==> config.mk <==
export PLATFORM = sky130hd
export DESIGN_NAME = csr_gpio
export DESIGN_NICKNAME = d
export VERILOG_FILES = /design/src/rtl/csr_gpio.sv
export SDC_FILE = /design/constraint.sdc
export NUM_CORES = 1
export LEC_CHECK = 0
export CAP_MARGIN = 10
export CORE_UTILIZATION = 48
export DETAILED_ROUTE_END_ITERATION = 12
export PLACE_DENSITY = 0.86
export SLEW_MARGIN = 10
export SYNTH_ARGS = -nofsm -noshare
export SYNTH_HDL_FRONTEND = slang
export SYNTH_SLANG_ARGS = --single-unit
==> constraint.sdc <==
create_clock -name clk -period 2.2 [get_ports clk]
set_input_delay 0.22 -clock clk [delete_from_list [all_inputs] [get_ports clk]]
set_output_delay 0.22 -clock clk [all_outputs]
set_load 0.02 [all_outputs]
==> src/rtl/csr_gpio.sv <==
// csr_gpio: CSR-mapped GPIO block with input synchronisers, per-bit edge
// status, interrupt enables and registered output channels.
//
// Ports
//   clk        single clock, all state on rising edge
//   rst        synchronous active-high reset
//   csr_addr   12-bit CSR address of the current access
//   csr_re     read request (sampled every cycle)
//   csr_we     write request (sampled every cycle)
//   csr_wdata  write data
//   gpio_in    asynchronous input channels, channel i at [i*WIDTH +: WIDTH]
//   csr_rdata  registered read data (holds between reads)
//   csr_rvalid one-cycle pulse when csr_rdata holds a read result
//   csr_err    one-cycle pulse on an access to an unmapped address
//   gpio_out   registered output channels, same packing as gpio_in
//   irq        registered level interrupt
module csr_gpio #(
  parameter int               WIDTH     = 32,
  parameter int               N_IN      = 2,
  parameter int               N_OUT     = 2,
  parameter logic [11:0]      IN_BASE   = 12'hf00,
  parameter logic [11:0]      OUT_BASE  = 12'hf10,
  parameter logic [11:0]      EDGE_BASE = 12'hf20,
  parameter logic [11:0]      IEN_ADDR  = 12'hf30,
  parameter logic [WIDTH-1:0] OUT_RST   = '0
) (
  input  logic                   clk,
  input  logic                   rst,
  input  logic [11:0]            csr_addr,
  input  logic                   csr_re,
  input  logic                   csr_we,
  input  logic [WIDTH-1:0]       csr_wdata,
  input  logic [N_IN*WIDTH-1:0]  gpio_in,
  output logic [WIDTH-1:0]       csr_rdata,
  output logic                   csr_rvalid,
  output logic                   csr_err,
  output logic [N_OUT*WIDTH-1:0] gpio_out,
  output logic                   irq
);

  logic [N_IN*WIDTH-1:0] sync1, sync2, prev;
  logic [WIDTH-1:0]      status [N_IN];
  logic [WIDTH-1:0]      status_nxt [N_IN];
  logic [WIDTH-1:0]      out_q [N_OUT];
  logic [N_IN-1:0]       ien;
  logic [1:0]            arm_cnt;
  logic                  armed;

  // Decode results
  logic                  hit;
  logic [WIDTH-1:0]      rd_val;
  logic [N_OUT-1:0]      out_we;
  logic [N_IN-1:0]       edge_we;
  logic                  ien_we;
  logic [N_IN-1:0]       word_pending;
  logic                  irq_nxt;

  // Counter reaches 3 only once the synchroniser and prev stages have been
  // refilled with post-reset samples, so stale levels never look like edges.
  assign armed = (arm_cnt == 2'd3);

  // Exact-compare address decode; every address not matched here is unmapped.
  always_comb begin
    // NOTE: every output of a combinational block gets a default first so no
    // path leaves it unassigned, which would otherwise infer a latch.
    hit     = 1'b0;
    rd_val  = '0;
    out_we  = '0;
    edge_we = '0;
    ien_we  = 1'b0;
    for (int i = 0; i < N_IN; i++) begin
      if (csr_addr == IN_BASE + 12'(i)) begin
        hit    = 1'b1;
        rd_val = sync2[i*WIDTH +: WIDTH];
      end
      if (csr_addr == EDGE_BASE + 12'(i)) begin
        hit        = 1'b1;
        rd_val     = status[i];
        edge_we[i] = csr_we;
      end
    end
    for (int i = 0; i < N_OUT; i++) begin
      if (csr_addr == OUT_BASE + 12'(i)) begin
        hit       = 1'b1;
        rd_val    = out_q[i];
        out_we[i] = csr_we;
      end
    end
    if (csr_addr == IEN_ADDR) begin
      hit    = 1'b1;
      rd_val = WIDTH'(ien);
      ien_we = csr_we;
    end
  end

  // Status update: clear first, then OR in new toggles so a set wins.
  always_comb begin
    for (int i = 0; i < N_IN; i++) begin
      status_nxt[i] = status[i] & ~(edge_we[i] ? csr_wdata : '0);
      if (armed)
        status_nxt[i] = status_nxt[i] |
                        (sync2[i*WIDTH +: WIDTH] ^ prev[i*WIDTH +: WIDTH]);
      word_pending[i] = (status[i] != '0);
    end
    irq_nxt = |(ien & word_pending);
  end

  always_comb begin
    for (int i = 0; i < N_OUT; i++)
      gpio_out[i*WIDTH +: WIDTH] = out_q[i];
  end

  always_ff @(posedge clk) begin
    // NOTE: state registers use non-blocking assignments so every flop samples
    // pre-edge values, independent of statement order within the block.
    if (rst) begin
      sync1      <= '0;
      sync2      <= '0;
      prev       <= '0;
      ien        <= '0;
      arm_cnt    <= 2'd0;
      csr_rdata  <= '0;
      csr_rvalid <= 1'b0;
      csr_err    <= 1'b0;
      irq        <= 1'b0;
      // NOTE: status and out_q are small flop banks, not RAM, so they are
      // reset element by element; a real memory array would not be.
      for (int i = 0; i < N_IN; i++)  status[i] <= '0;
      for (int i = 0; i < N_OUT; i++) out_q[i]  <= OUT_RST;
    end else begin
      sync1 <= gpio_in;
      sync2 <= sync1;
      prev  <= sync2;
      if (!armed) arm_cnt <= arm_cnt + 2'd1;

      csr_rvalid <= csr_re;
      csr_err    <= (csr_re | csr_we) & ~hit;
      if (csr_re) csr_rdata <= hit ? rd_val : '0;

      for (int i = 0; i < N_IN; i++)  status[i] <= status_nxt[i];
      for (int i = 0; i < N_OUT; i++) if (out_we[i]) out_q[i] <= csr_wdata;
      if (ien_we) ien <= csr_wdata[N_IN-1:0];

      irq <= irq_nxt;
    end
  end

endmodule

==> results of run 1 <==
[flip-flops by register name, summed over array words and instances, names as in the netlist]
name        flops
csr_rdata      32
ien             2
prev           64
csr_err         1
arm_cnt         2
sync2          64
sync1          64
status         64
csr_rvalid      1
irq             1
out_q          64
[cell families (layout without fill, tap and decap cells)]
logic type | after synthesis | count (layout) | share of synthesized area
simple gates | 426 | 426 | 0.173
compound gates | 260 | 260 | 0.136
fa+ha+maj | 1 | 1 | 0.000914
xor+xnor | 65 | 65 | 0.0416
flops | 359 | 359 | 0.572
buf+inv | 103 | 323 | 0.0326
mux | 59 | 59 | 0.0440
[worst max-delay path by stage]
stage                            from       endpoint  cells past startpoint
final                     csr_addr[4]   out_q[0][20]                      6
after global routing      csr_addr[4]   out_q[0][20]                      6
after CTS                 csr_addr[8]   csr_rdata[3]                      6
after detailed placement  csr_addr[4]  csr_rdata[11]                      6
after global placement    csr_addr[8]   out_q[0][20]                      6
after floorplan           csr_addr[5]    out_q[0][0]                      5
[what timing repair did]
action	in CTS	in global routing
endpoints found under the hold margin	2	0
hold buffers	1	0
setup endpoints to repair	0	0
resized for setup	0	0
buffers inserted	0	0
[per-layer routing]
layer | up-vias | share of wire | GRT usage
li1 | 4913 | - | -
met1 | 4906 | 0.43 | 0.342
met2 | 677 | 0.43 | 0.367
met3 | 96 | 0.11 | 0.0511
met4 | 0 | 0.036 | 0.0986
met5 | - | 0 | 0
[area by class of cell]
class | count | area [µm²] | area share
Sequential cell | 359 | 7830 | 0.446
Multi-Input combinational cell | 811 | 5460 | 0.311
Timing Repair Buffer | 258 | 2620 | 0.149
Clock buffer | 52 | 1070 | 0.0611
Tap cell | 378 | 473 | 0.0270
Clock inverter | 9 | 78.8 | 0.00449
Inverter | 4 | 15.0 | 0.000856
[cell usage in the layout, fill, tap and decap left out, types with 3 or more instances in the layout]
cell type / synthesis / final
dfxtp_1: 295 / 295
clkdlybuf4s50_1: 0 / 207
nor2b_1: 192 / 192
nand2_1: 124 / 124
a21oi_1: 66 / 66
xor2_1: 65 / 65
a311oi_1: 64 / 64
edfxtp_1: 64 / 64
mux2i_1: 58 / 58
clkbuf_16: 0 / 37
buf_4: 4 / 35
and2_1: 34 / 34
a32o_1: 23 / 23
a31oi_1: 23 / 23
o2bb2ai_1: 23 / 23
o22ai_1: 22 / 22
o21ai_0: 18 / 18
nor4_1: 17 / 17
nor2_1: 15 / 14
buf_12: 0 / 13
or3_1: 9 / 9
clkbuf_8: 0 / 9
or2_2: 8 / 8
a32oi_1: 7 / 7
o31ai_1: 7 / 7
clkbuf_1: 66 / 6
nand4_1: 5 / 5
clkinv_2: 0 / 5
inv_1: 4 / 4
nor3_4: 1 / 3
[power groups by stage]
| stage | clock network [mW] | registers, mW | logic [mW] |
|---|---|---|---|
| after floorplan | 0 | 7.25 | 0.592 |
| after global placement | 0 | 7.21 | 1.23 |
| after detailed placement | 0 | 7.23 | 1.25 |
| after CTS | 5.98 | 7.08 | 1.26 |
| after global routing | 6.27 | 7.11 | 1.36 |
| final | 5.90 | 7.09 | 1.28 |
[stage by stage]
step | power [mW] | hold slack, ns | TNS (ns) | worst slack, ns
finish | 14.3 | 0.263 | 0 | 0.282
global route | 14.7 | 0.256 | 0 | 0.217
CTS | 14.3 | 0.246 | 0 | 0.333
floorplan | 7.84 | 0.330 | -4.03 | -0.0630
detailed placement | 8.48 | 0.423 | -16.09 | -0.198
global placement | 8.44 | 0.420 | -3.46 | -0.0761
==> flow_metrics.env, run 1 <==
export IMPL_outcome="finished, final reports clean"
export IMPL_core_rowCount=61
export IMPL_p_per_area_nw_per_um2=813
export IMPL_synthFlopType="dfxtp_1"
export IMPL_max_clock_freq_ghz=0.521
export IMPL_drt_initial_drc_count=1362
export IMPL_place_hpwl_um=25300
export IMPL_fin_skew_ns=0.0188
export IMPL_crit_family="simple AND/OR/NAND/NOR gates"
export IMPL_rsz0062_at_grt="false"
export IMPL_synth_seq_cells=359
export IMPL_antenna_cells=0
export IMPL_cts_buffers=35
export IMPL_slowest_delay_ns=0.54
export IMPL_grt_pass1_vias=10200
export IMPL_min_delay_start="gpio_in[0]"
export IMPL_worst_pin_slew_ns=0.822
export IMPL_r2r_setup_slack_ns=0.57
export IMPL_routed_wl_um=35800
export IMPL_total_leakage_power_nw=6.52
export IMPL_crit_slowest_cell="or4b_1"
export IMPL_port_buffers=210
export IMPL_grt_pass1_wl_um=55800
export IMPL_dpl_cell_count=1809
export IMPL_end_kind="flip-flop"
export IMPL_num_fill_cells=2200
export IMPL_cts_clk_slew_worst_paths_ns=0.06
export IMPL_synthTopCellsByArea="dfxtp_1 (43%), edfxtp_1 (14%), nor2b_1 (8.8%)"
export IMPL_vias=10600
export IMPL_synth_top_area_share=0.431
export IMPL_finish_utilization=0.628
export IMPL_yosys_area_top_type="dfxtp_1"
export IMPL_synthesis_nets=1386
export IMPL_synth_edff_count=64
export IMPL_final_antenna_net_count=0
export IMPL_comb_power_share=0.089
export IMPL_dieArea_um2=29200
export IMPL_htree_levels=2
export IMPL_cts_buffer_depth=3
export IMPL_synth_commonest_cells="dfxtp_1 (295), nor2b_1 (192), nand2_1 (124)"
export IMPL_fin_area_um2=17500
export IMPL_cts_tree="built"
export IMPL_yosysSeqAreaShare=0.572
export IMPL_min_path_type="in -> reg"
export IMPL_wl_per_cell_um=19.1
export IMPL_async_flop_share=0
export IMPL_p_int_mw=11.0
export IMPL_root_buffer="clkbuf_16"
export IMPL_drv_cap=0
export IMPL_gr_total_overflow=0
export IMPL_p_sw_mw=3.24
export IMPL_clkLatencyLatePin_ns=0.52
export IMPL_fin_crit_sh=0.872
export IMPL_rr_worst_depth=4
export IMPL_initial_core_util=0.490
export IMPL_synth_distinct_cells=52
export IMPL_start_kind="primary input"
export IMPL_synth_avg_cell_area_um2=10.8
export IMPL_ir_drop_uv=489
export IMPL_viasPerCell=5.66
export IMPL_clock_sinks=359
export IMPL_report_final_setup_viol=0
export IMPL_worst_r2r_startpoint="arm_cnt[0]"
export IMPL_worst_path_buf_inv=2
export IMPL_drive_above_1_share=0.0831
export IMPL_place_area_um2=16400
export IMPL_drc=0
export IMPL_area_delta_synth_final_pct=28.2
export IMPL_synthMostInstantiatedCell="dfxtp_1"
export IMPL_min_delay_path_depth=2
export IMPL_switching_share=0.228
export IMPL_antenna_found_initial=0
export IMPL_coreArea_um2=27900
export IMPL_critPathRequiredTime_ns=2.55
export IMPL_critPathMaxFanout=20
export IMPL_ys_warn_count=0
export IMPL_grt_max_degree=203
export IMPL_fin_nets=1582
export IMPL_synthCells=1273
export IMPL_grtUsageTotal=0.244
export IMPL_fp_dieH_um=171
export IMPL_cp_data_arrival_time_ns=2.27
export IMPL_r2r_end="status[0][3]"
export IMPL_finalNonFillerCells=1871
export IMPL_final_hold_viol_count=0
export IMPL_period_needed_ns=1.92
export IMPL_clkPwrFrac=0.414
export IMPL_first_pass_iters=6
export IMPL_crit_type="in -> reg"
export IMPL_slew_headroom=0.452
export IMPL_critical_path_cell_chain="clkdlybuf4s50_1, or4b_1, nor3_4, and3b_1, buf_4, and2_1"
export IMPL_hold_end="sync1[0]"
export IMPL_p_seq_frac=0.497
export IMPL_place_gp_congestion=0.914
export IMPL_synth_area_um2=13700
export IMPL_ios=211
export IMPL_slew_viol_final=0
export IMPL_die_x_um=171
Power figures use the tool's default switching activity.
==> run 2, diff against run 1 <==
ABC_AREA = 1   (was not set)
CORE_UTILIZATION = 50   (was 48)
clock period = 1.9 ns   (was 2.2 ns; I/O delays follow)
==> run 2 against run 1 <==
Compared with the run above:
- global-route usage grew 2.7 points
- sequential share of layout area shrank 1.5 points
- cell area grew 3.5%
- critical endpoint is now csr_rdata[3]
==> flow_metrics.env, run 2 <==
export IMPL_seqCellArea_um2=7830
export IMPL_final_antenna_net_count=0
export IMPL_fin_skew_ns=0.0120
export IMPL_critical_path_cell_chain="clkdlybuf4s50_1"
export IMPL_layout_setup_ws_ns=0.101
export IMPL_coreArea_um2=27000
export IMPL_clock_sinks=359
export IMPL_root_buffer="clkbuf_16"
export IMPL_grt_busiest_layer="met2"
export IMPL_yosys_area_top_type="dfxtp_1"
export IMPL_async_flop_share=0
export IMPL_die_x_um=168
export IMPL_synth_commonest_cells="dfxtp_1 (295), inv_1 (262), nor2_1 (258)"
export IMPL_synthesis_nets=1783
export IMPL_hold_slack_ns=0.180
export IMPL_cts_buffer_depth=3
export IMPL_drc=0
export IMPL_fin_crit_sh=0.947
export IMPL_synthCells=1670
export IMPL_drt_initial_drc_count=1561
export IMPL_final_hold_viol_count=0
export IMPL_synth_edff_count=64
export IMPL_crit_slowest_cell="clkdlybuf4s50_1"
export IMPL_synthTopCellsByArea="dfxtp_1 (43%), edfxtp_1 (14%), inv_1 (7.1%)"
export IMPL_synthAdderAreaFrac=0.000904
export IMPL_end_kind="output port"
export IMPL_core_rowCount=60
export IMPL_viasPerCell=5.31
export IMPL_outcome="finished, final reports clean"
export IMPL_start_kind="flip-flop"
export IMPL_routed_wl_um=39100
export IMPL_crit_type="reg -> out"
export IMPL_grtUsageTotal=0.271
export IMPL_synth_xor_area_frac=0.000633
export IMPL_htree_levels=2
export IMPL_synth_seq_cells=359
export IMPL_use_met1=0.404
export IMPL_p_total_mw=17.3
export IMPL_fp_dieH_um=168
export IMPL_synth_top_family_by_area="simple AND/OR/NAND/NOR gates"
export IMPL_slowest_delay_ns=0.65
export IMPL_multiInputGateArea_um2=4660
export IMPL_r2r_setup_slack_ns=0.41
export IMPL_synth_area_um2=13800
export IMPL_ios=211
export IMPL_port_buffers=210
export IMPL_synthMostInstantiatedCell="dfxtp_1"
export IMPL_yosysSeqAreaShare=0.566
export IMPL_ys_warn_count=0
export IMPL_cp_data_arrival_time_ns=1.61
export IMPL_grt_use_met3=0.0435
export IMPL_clkLatencyLatePin_ns=0.52
export IMPL_grt_pass1_vias=11000
export IMPL_synth_top_area_share=0.427
export IMPL_antenna_cells=0
export IMPL_period_needed_ns=1.80
export IMPL_drive_above_1_share=0.110
export IMPL_max_clock_freq_ghz=0.556
export IMPL_critPathRequiredTime_ns=1.71
export IMPL_dieArea_um2=28300
export IMPL_num_fill_cells=2127
export IMPL_cts_tree="built"
export IMPL_pre_cts_slack_ns=-0.446
export IMPL_synth_avg_cell_area_um2=8.29
export IMPL_synth_distinct_cells=34
export IMPL_dpl_cell_count=2209
export IMPL_grt_use_met2=0.406
export IMPL_gr_total_overflow=0
export IMPL_grt_pass1_wl_um=60400
export IMPL_vias=12100
export IMPL_report_final_setup_viol=0
export IMPL_total_leakage_power_nw=7.52
export IMPL_slew_headroom=0.528
export IMPL_ir_drop_uv=516
export IMPL_fin_nets=2021
export IMPL_initial_core_util=0.512
export IMPL_synth_simple_gate_area_frac=0.196
export IMPL_area_delta_synth_final_pct=31.2
export IMPL_finalSetupTns_ns=0
export IMPL_drv_cap=0
export IMPL_cts_clk_slew_worst_paths_ns=0.06
export IMPL_min_path_type="in -> reg"
export IMPL_rsz0062_at_grt="false"
export IMPL_final_cell_mix="dfxtp_1 (295), inv_1 (261), nor2_1 (258)"
export IMPL_worst_pin_slew_ns=0.708
export IMPL_synth_mux_area_frac=0
export IMPL_slew_viol_final=0
export IMPL_first_pass_iters=5
export IMPL_wl_per_cell_um=17.2
export IMPL_place_gp_congestion=0.936
export IMPL_finalNonFillerCells=2278
export IMPL_cts_buffers=37
export IMPL_grt_max_degree=151
export IMPL_critPathMaxFanout=2
export IMPL_synth_compound_area_frac=0.136
export IMPL_antenna_found_initial=0
export IMPL_worst_path_buf_inv=1
export IMPL_synthFlopType="dfxtp_1"
export IMPL_p_per_area_nw_per_um2=951
export IMPL_crit_family="buffers and inverters"
export IMPL_place_hpwl_um=27600
export IMPL_final_common_cell="dfxtp_1"
run 2: worst paths after layout:
path                                    start      endpoint  cells after the start
worst max register to register  status[0][59]           irq                      4
worst min-delay path              gpio_in[31]     sync1[31]                      3
worst max-delay path             csr_rdata[3]  csr_rdata[3]                      1
worst min register to register      sync1[43]     sync2[43]                      2
run 2: routing by layer:
metal  share of wire  wire length, µm  up-vias
met1            0.44            17300     5524
met2            0.43            16800      705
li1                -                -     5804
met3            0.11             4300       66
met5               0                0        -
met4           0.018              708        0
run 2: repair_timing:
action,4_1_cts,5_1_grt
setup buffers,0,0
resized for setup,0,1
hold buffers,1,0
setup endpoints to repair,0,22
hold endpoints to repair,15,0
run 2: power breakdown:
group | switching, mW | total, mW | internal [mW]
sequential | 0.199 | 8.24 | 8.04
combinational | 0.738 | 1.33 | 0.593
clock | 3.00 | 7.71 | 4.72
run 2: area by class of cell:
cell class,instances,share of cell area
clock buffers,49,0.0597
clock inverters,19,0.0132
inverters,269,0.0559
multi-input cells,960,0.257
flip-flops and latches,359,0.431
well taps,341,0.0235
repair buffers,281,0.160
run 2: kinds of logic (layout without fill, tap and decap cells):
| logic type | Yosys count | in the layout |
|---|---|---|
| fa+ha+maj | 1 | 1 |
| compound gates | 351 | 351 |
| xor+xnor | 1 | 1 |
| buf+inv | 351 | 618 |
| simple gates | 607 | 607 |
| flops | 359 | 359 |
run 2: through the flow:
stage          area (µm²)  utilization
2_1_floorplan       13900            -
3_3_place_gp        16800        0.622
3_5_place_dp        16800        0.622
4_1_cts             18200        0.672
5_1_grt             18200        0.672
6_report            18200        0.672
